File: src/rtl/adc2fifod.sv
// Frame packer: HEAD0 HEAD1 kind seq, then CHAN_NUM 16-bit samples high byte first; ADC2FIFOD_CSUM_EN appends a checksum.
// Latency: first fifod write is registered 2 cycles after fs rises; unstalled frame is 4+4*CHAN_NUM(+1)+2 cycles.
// Backpressure: fifod_full holds the current write state and its byte, so no byte is lost or duplicated.
module adc2fifod #(
   parameter int unsigned CHAN_NUM = 32,
   parameter logic [7:0]  HEAD0    = 8'h55,
   parameter logic [7:0]  HEAD1    = 8'hAA
) (
   input  logic        clk,
   input  logic        rst_n,
   input  logic        fs,
   output logic        fd,
   input  logic [7:0]  kind_dev,
   output logic [7:0]  adc_rd_addr,
   input  logic [15:0] adc_rd_data,
   input  logic        fifod_full,
   output logic        fifod_txen,
   output logic [7:0]  fifod_txd,
   output logic [11:0] data_len,
   output logic [7:0]  seq
);

   localparam logic [7:0] LAST_ADDR = 8'(CHAN_NUM - 1);
`ifdef ADC2FIFOD_CSUM_EN
   localparam logic [11:0] FRAME_LEN = 12'(4 + 2 * CHAN_NUM + 1);
`else
   localparam logic [11:0] FRAME_LEN = 12'(4 + 2 * CHAN_NUM);
`endif

   typedef enum logic [3:0] {
      IDLE, HD0, HD1, KIND, SEQ, RADR, RWAT, DATH, DATL,
`ifdef ADC2FIFOD_CSUM_EN
      CSUM,
`endif
      DONE
   } state_t;

   state_t      state_q, state_d, wr_next;
   logic        fd_q, fd_d;
   logic        txen_q, txen_d;
   logic [7:0]  txd_q, txd_d;
   logic [7:0]  addr_q, addr_d;
   logic [7:0]  seq_q, seq_d;
   logic [11:0] len_q, len_d;
   logic [7:0]  kind_q, kind_d;
   logic [15:0] sample_q, sample_d;
   logic        wr_req;
   logic [7:0]  wr_byte;
   logic        last_chan;
`ifdef ADC2FIFOD_CSUM_EN
   logic [7:0]  csum_q, csum_d;
`endif

   assign last_chan = (addr_q == LAST_ADDR);

   always_comb begin
      state_d  = state_q;
      fd_d     = fd_q;
      txen_d   = 1'b0;
      txd_d    = txd_q;
      addr_d   = addr_q;
      seq_d    = seq_q;
      len_d    = len_q;
      kind_d   = kind_q;
      sample_d = sample_q;
`ifdef ADC2FIFOD_CSUM_EN
      csum_d   = csum_q;
`endif
      wr_req   = 1'b0;
      wr_byte  = 8'h00;
      wr_next  = state_q;
      case (state_q)
         IDLE: begin
            if (fs) begin
               kind_d  = kind_dev;
               len_d   = FRAME_LEN;
               addr_d  = 8'h00;
`ifdef ADC2FIFOD_CSUM_EN
               csum_d  = 8'h00;
`endif
               state_d = HD0;
            end
         end
         HD0:  begin wr_req = 1'b1; wr_byte = HEAD0;  wr_next = HD1;  end
         HD1:  begin wr_req = 1'b1; wr_byte = HEAD1;  wr_next = KIND; end
         KIND: begin wr_req = 1'b1; wr_byte = kind_q; wr_next = SEQ;  end
         SEQ:  begin wr_req = 1'b1; wr_byte = seq_q;  wr_next = RADR; end
         RADR: state_d = RWAT;
         RWAT: begin
            sample_d = adc_rd_data;
            state_d  = DATH;
         end
         DATH: begin wr_req = 1'b1; wr_byte = sample_q[15:8]; wr_next = DATL; end
         DATL: begin
            wr_req  = 1'b1;
            wr_byte = sample_q[7:0];
`ifdef ADC2FIFOD_CSUM_EN
            wr_next = last_chan ? CSUM : RADR;
`else
            wr_next = last_chan ? DONE : RADR;
`endif
         end
`ifdef ADC2FIFOD_CSUM_EN
         CSUM: begin wr_req = 1'b1; wr_byte = csum_q; wr_next = DONE; end
`endif
         DONE: begin
            // Leaving DONE only on fs low also enforces a fresh fs rise per frame.
            if (!fs) begin
               fd_d    = 1'b0;
               seq_d   = seq_q + 8'd1;
               state_d = IDLE;
            end
         end
         default: state_d = IDLE;
      endcase

      if (wr_req && !fifod_full) begin
         txen_d  = 1'b1;
         txd_d   = wr_byte;
         state_d = wr_next;
         if (state_q == DATL && !last_chan) addr_d = addr_q + 8'd1;
         if (wr_next == DONE) fd_d = 1'b1;
`ifdef ADC2FIFOD_CSUM_EN
         if (state_q inside {KIND, SEQ, DATH, DATL}) csum_d = csum_q + wr_byte;
`endif
      end
   end

   always_ff @(posedge clk or negedge rst_n) begin
      if (!rst_n) begin
         state_q  <= IDLE;
         fd_q     <= 1'b0;
         txen_q   <= 1'b0;
         txd_q    <= 8'h00;
         addr_q   <= 8'h00;
         seq_q    <= 8'h00;
         len_q    <= 12'h000;
         kind_q   <= 8'h00;
         sample_q <= 16'h0000;
`ifdef ADC2FIFOD_CSUM_EN
         csum_q   <= 8'h00;
`endif
      end else begin
         state_q  <= state_d;
         fd_q     <= fd_d;
         txen_q   <= txen_d;
         txd_q    <= txd_d;
         addr_q   <= addr_d;
         seq_q    <= seq_d;
         len_q    <= len_d;
         kind_q   <= kind_d;
         sample_q <= sample_d;
`ifdef ADC2FIFOD_CSUM_EN
         csum_q   <= csum_d;
`endif
      end
   end

   assign fd          = fd_q;
   assign fifod_txen  = txen_q;
   assign fifod_txd   = txd_q;
   assign adc_rd_addr = addr_q;
   assign data_len    = len_q;
   assign seq         = seq_q;

endmodule

File: config.mk
export PLATFORM = sky130hd
export DESIGN_NAME = adc2fifod
export DESIGN_NICKNAME = d
export VERILOG_FILES = /design/src/rtl/adc2fifod.sv
export SDC_FILE = /design/constraint.sdc
export NUM_CORES = 1
export LEC_CHECK = 0
export ABC_AREA = 1
export BUFFER_PORTS_ARGS = -buffer_cell sky130_fd_sc_hd__buf_2
export CAP_MARGIN = 5
export CELL_PAD_IN_SITES_DETAIL_PLACEMENT = 0
export CELL_PAD_IN_SITES_GLOBAL_PLACEMENT = 1
export CORE_MARGIN = 4
export CORE_UTILIZATION = 43
export CTS_CLUSTER_DIAMETER = 100
export DETAILED_ROUTE_END_ITERATION = 10
export PLACE_DENSITY = 0.83
export SETUP_SLACK_MARGIN = 0.2
export SLEW_MARGIN = 10
export SYNTH_ARGS = -nofsm -noshare
export SYNTH_HDL_FRONTEND = slang
export SYNTH_SLANG_ARGS = --single-unit
File: constraint.sdc
create_clock -name clk -period 2.4 [get_ports clk]
set_input_delay 0.36 -clock clk [delete_from_list [all_inputs] [get_ports clk]]
set_output_delay 0.36 -clock clk [all_outputs]
set_load 0.02 [all_outputs]
---- Word-level counts from Yosys, hierarchy flattened ----
Index checks and enable logic that the tools add are counted.
storage, ports and cells
  bits in registers ....................... 55
  latch bits .............................. 0
  RAM bits ................................ 0
  memory bits (read-only) ................. 0
  output and inout port bits .............. 38
  word-level logic and storage cells ...... 52
  memories ................................ 0
operators by class
  $add $sub $neg .......................... 2
  $mul .................................... 0
  div/mod/pow operators ................... 0
  $lt $le $gt $ge ......................... 0
  eq/ne operators ......................... 14
  shifts and indexed selects .............. 0
  muxes and demuxes ....................... 17
  bitwise logic cells ..................... 1
  reductions and logical operators ........ 9
operators with widths
  cell                   number
  $pmux W8 S6            1
  $mux W8                4
  $pmux W4 S6            1
  $pmux W4 S5            1
  $add A8 B1 Y8 const B  2
  $eq A4 B3 Y1 const B   4
  $mux W4                4
  $eq A4 B4 Y1 const B   3
  $eq A4 B2 Y1 const B   2
  $eq A8 B5 Y1 const B   1
  $mux W1                6
  $ne A3 B3 Y1 const B   2
  $reduce_or A6 Y1       1
  $eq A4 B1 Y1 const B   1
  $logic_not A4 Y1       1
  $reduce_and A2 Y1      2
  $reduce_and A3 Y1      1
  $logic_and A1 B1 Y1    2
  $logic_not A1 Y1       2
  $ne A2 B1 Y1 const B   1
  $not A1 Y1             1

---- Depth between registers and ports, before layout ----
  depth after elaboration ................. 6
  gate-level depth with buffers ........... 11
  depth with buffers taken out ............ 10

---- Worst setup path before layout ----
OpenSTA, ideal clock, no wires.
  kind .................................... register to register
  start ................................... register addr_q[1] (netlist: adc_rd_addr[1])
  end ..................................... register addr_q[6] (netlist: adc_rd_addr[6])
  setup time .............................. 0.117 ns
  arrival ................................. 1.454 ns
  data required time ...................... 2.283 ns
  path slack .............................. 0.829 ns
  stages on the path, launching flop included .. 11
  path buffers ............................ 0
  clock period less this slack ............ 1.571 ns
  cell sequence ........................... dfrtp_1 ha_1 nand2_1 nor2_1 nand3_1 nand2_2 inv_2 nand2_1 nand2_1 nand2_1 nand2_1
between the ends
  word-level cells in the longest chain between the ends .. 5
  elaborated cells on any way between the ends .. 6
  classes of those cells .................. add/sub: 1; eq/ne: 1; mux: 2; reduce/logical: 2
ends and longest elaborated chain
  what                                                   RTL line  RTL
  start: declaration                                     42        logic [7:0] addr_q, addr_d;
  start signal: assignment                               148       addr_q <= addr_d;
  branches (longest 3 deep; another with $add A8 B1 Y8)  n/a
  $mux W8 *                                              121       if (state_q == DATL && !last_chan) addr_d = addr_q + 8'd1;
  $mux W8 *                                              117       if (wr_req && !fifod_full) begin
  named net addr_d[6]                                    42
Mark *: on every way through the listed nets, which the timed path passes.
A chain may end at the register's enable or synchronous reset.

---- Worst setup path in the final report ----
  start ................................... register state_q[2]
  end ..................................... register state_q[2]
between the ends
  word-level cells in the longest chain between the ends .. 6
  elaborated cells on any way between the ends .. 20
  classes of those cells .................. eq/ne: 12; mux: 4; reduce/logical: 4
ends and longest elaborated chain
  what                                                           RTL line  RTL
  start: declaration                                             38        state_t state_q, state_d, wr_next;
  start signal: assignment                                       144       state_q <= state_d;
  $eq A4 B4 Y1 (tied with other cells)                           72        case (state_q)
  $reduce_or A6 Y1 (no line)                                     n/a
  $mux W1                                                        72
  $logic_and A1 B1 Y1                                            117
  $ne A3 B3 Y1 (no line) / $ne A2 B1 Y1 (equally long branches)  n/a
  $reduce_and A3 Y1 (no line)                                    n/a
Parallel ways exist; a longest one is shown, timed or not.

==> results.md <==
Routing:
- The number of routed nets with antenna violations is 0.
- The highest routing layer actually used is met4.
- The routed layout has 2509 vias.
- Dividing the detail-routed wire length by the instance count gives 13.8 um.
- Before antenna repair, the detailed router went through 4 iterations.
- The met3 wirelength from detailed routing is 374 um.
- The sum of routed wire segments on met1 is 3.20 mm.
- Summed over all nets, wire length on met2 after detailed routing comes to 3.38 mm.
- The post-detailed-route DRC marker count is 0.
- After the first detailed-routing iteration, the DRC count stood at 122.
- The total length of routed wires is 7.02 mm.
- The per-cell via count in the routed design is 4.93.

Yosys:
- The number of warnings reported in the yosys synthesis log is 0.
- After synthesis the cells add up to 0.00304 mm^2.
- The post-synthesis area per instance is 8.46 um^2.
- Synthesis instantiated 31 different standard cells from the library.
- The count of state elements after synthesis is 55.
- The gate count of the mapped netlist is 359.
- For this run, the register share of the synthesized area comes to 0.453.

Cells and area:
- The fill cell total of the finished layout is 689.
- For this run, the post-layout net count is 442.
- In the layout the commonest cells are nand2_1 (130), dfrtp_1 (55), buf_2 (55).
- The repair_antennas step left the layout with diodes totalling 0.
- From synthesis to final layout, the design area changed by 13.6%.
- Leaving out fill and tap cells, the most frequent cell in the layout is nand2_1.
- The fraction of final layout cells with drive strength greater than 1 is 0.281.

Pwr:
- The internal power of the cells totals 0.00217 W.
- The net switching fraction of the power is 0.438.
- The total leakage power is 1.83 nW.
- The share of power burned in registers is 0.402.
- The combinational group share of total power is 0.455.
- The worst supply voltage drop on vdd is 557 uV.
- The share of total power in the clock network is 0.143.
- The power consumption is 0.00386 W.
- The switching power summed over all nets is 0.00169 W.
- For this design the ratio of total power to cell area is 1120 mW/mm^2.

CTS:
- In this run, CTS created clock tree buffers numbering 5.
- The clock reaches the later pin of the worst-skew pair after 0.31 ns.
- The register clock-pin slew on the reported worst setup and hold paths is 0.11 ns.
- TritonCTS built the clock tree.
- The maximum level of the CTS H-tree is 2.
- The clock root buffer master is clkbuf_8.
- Counting along the longest clock path gives a buffer depth of 2.
- The post-cts resize count is 0.
- After clock tree synthesis, the flow added hold-fix buffers numbering 0.
- The clock sink total is 55.
- In this run the post-CTS setup repair buffer count came out at 0.

Worst setup path:
- The worst setup path is launched from a flip-flop.
- The kind of end point of the critical path is a flip-flop.
- For the worst setup path, the data arrival time is 2.03 ns.
- The biggest fanout along the worst timing path is 20.
- The data required time at the worst endpoint is 2.61 ns.
- The source of the worst register-to-register timing path is state_q[2].
- The type of the worst setup path is flip-flop to flip-flop.
- The most critical setup path has its startpoint at state_q[2].

Die:
- The number of primary I/O pins is 66.
- The die covers 0.00847 mm^2.
- The initial cell density of the core is 0.445.
- The die span in y is 92.1 um.
- The area of the placeable core is 0.00683 mm^2.
- After floorplanning, the core was divided into 30 placement rows.
- The floorplan die width is 92.1 um.

Timing:
- The setup total negative slack is 0 ns.
- Headroom to the max-slew limit came out at 0.637.
- Based on the critical path, the design can be clocked at up to 547 MHz.
- The period utilization is 0.762.
- At the pin with the least slew margin, the transition time is 0.545 ns.
- The number of endpoints with negative hold slack in the final report is 0.
- The number of pins exceeding their max-slew limit in the final report is 0.
- The worst clock skew on the final layout is 0.0131 ns.
- Setup repair after global routing left no endpoint under its margin.
- Setup violations remaining at the end of the flow were counted as 0.
- The shortest clock period the worst path allows after layout is 1.83 ns.

Placed design:
- The congestion estimate from routability-driven global placement came to 0.890.
- In this run the tool buffered the top-level ports with 55 buffer cells.
- Detailed placement ended at an HPWL of 5.20 mm.

GRT:
- The first-pass GRT wire length is 11.8 mm.
- The overall fraction of global-route tracks in use is 0.173.
- The number of antenna violations at the first check in global routing is 0.
- Entering global routing, the biggest net connects 36 pins.
- Summed over all layers, the global routing overflow is 0.
- The number of global-route vias before repair is 2438.

Job:
- The number of max-cap violations is 0.

Outcome:
- The flow ran to the end, and the final reports show no timing, DRC or antenna violations.

Worst hold path:
- The worst hold path belongs to the class input pin to async pin.
-- cell families after synthesis --
logic type | Yosys count | synth area share
adder cells (fa/ha/maj) | 2 | 0.00824
buffers and inverters | 44 | 0.0770
XOR/XNOR | 10 | 0.0288
other | 1 | 0.00123
multiplexers | 24 | 0.0890
flip-flops | 55 | 0.453
AND/OR/NAND/NOR | 205 | 0.308
AO/OA/AOI/OAI | 18 | 0.0346
-- routing by layer --
layer / up-vias / global-route usage
met5: - / 0
met4: 0 / 0.0334
met3: 7 / 0.0328
met2: 68 / 0.289
met1: 1185 / 0.237
li1: 1249 / -
-- registers in the layout, indices dropped and copies added, names as in the netlist --
signal	flops
sample_q	16
adc_rd_addr	8
fifod_txd	8
kind_q	8
seq	8
state_q	4
data_len	1
fd	1
fifod_txen	1
-- worst paths after layout --
path	endpoint	slack [ns]	cells after the start
min in group clk	sample_q[0]	0.27	2
setup / recovery	state_q[2]	0.57	8
max in group asynchronous	kind_q[7]	1.81	2
hold reg to reg	fifod_txd[4]	0.49	2
hold / removal	fifod_txd[1]	0.01	1
setup reg to reg	state_q[2]	0.57	8
-- synth_stat cells (all sizes together) --
cell type | count | area, um^2
nand2 | 141 | 572
and3 | 1 | 6.26
inv | 23 | 86.3
o21ai | 4 | 23.8
nor2 | 23 | 129
mux2 | 24 | 270
xor2 | 7 | 61.3
conb | 1 | 3.75
xnor2 | 3 | 26.3
o211ai | 2 | 15.0
a21oi | 10 | 50.1
ha | 2 | 25.0
nor3 | 2 | 21.3
a21boi | 1 | 7.51
nand4 | 12 | 75.1
buf | 20 | 144
clkbuf | 1 | 3.75
dfrtp | 55 | 1380
a31o | 1 | 8.76
nand3 | 25 | 125
nand3b | 1 | 7.51
-- critical path, cell delays in order, from the launching register on --
cell and delay [ns]:
dfrtp_1 0.48, inv_2 0.16, nand2_2 0.11, nor2_4 0.30
nor2_1 0.09, nand2_2 0.09, nand2_2 0.26, nand3_1 0.16
nand3_1 0.08
-- cell type report --
type	count	area, um^2	share of cell area
multi-input cells	269	1460	0.423
clock inverters	3	27.5	0.00798
flip-flops and latches	55	1380	0.399
well taps	96	120	0.0348
clock buffers	5	68.8	0.0199
repair buffers	58	310	0.0899
inverters	23	86.3	0.0250
-- power groups by stage --
stage | registers, W | logic, W | clock network (W)
floorplan | 0.00160 | 0.00130 | 0
global placement | 0.00156 | 0.00175 | 0
detailed placement | 0.00157 | 0.00177 | 0
CTS | 0.00155 | 0.00177 | 0.000564
global route | 0.00161 | 0.00195 | 0.000605
finish | 0.00155 | 0.00176 | 0.000551
-- per-stage QoR --
| step | instances | setup WS [ns] | util | area, um^2 | hold WS [ns] |
|---|---|---|---|---|---|
| floorplan | 368 | 0.829 | - | 3070 | 0.0644 |
| global placement | 501 | 0.596 | 0.491 | 3350 | 0.384 |
| detailed placement | 501 | 0.592 | 0.491 | 3350 | 0.384 |
| CTS | 509 | 0.572 | 0.505 | 3450 | 0.0392 |
| global route | 509 | 0.436 | 0.505 | 3450 | 0.0402 |
| finish | 509 | 0.572 | 0.505 | 3450 | 0.0136 |
Power figures use the tool's default switching activity.
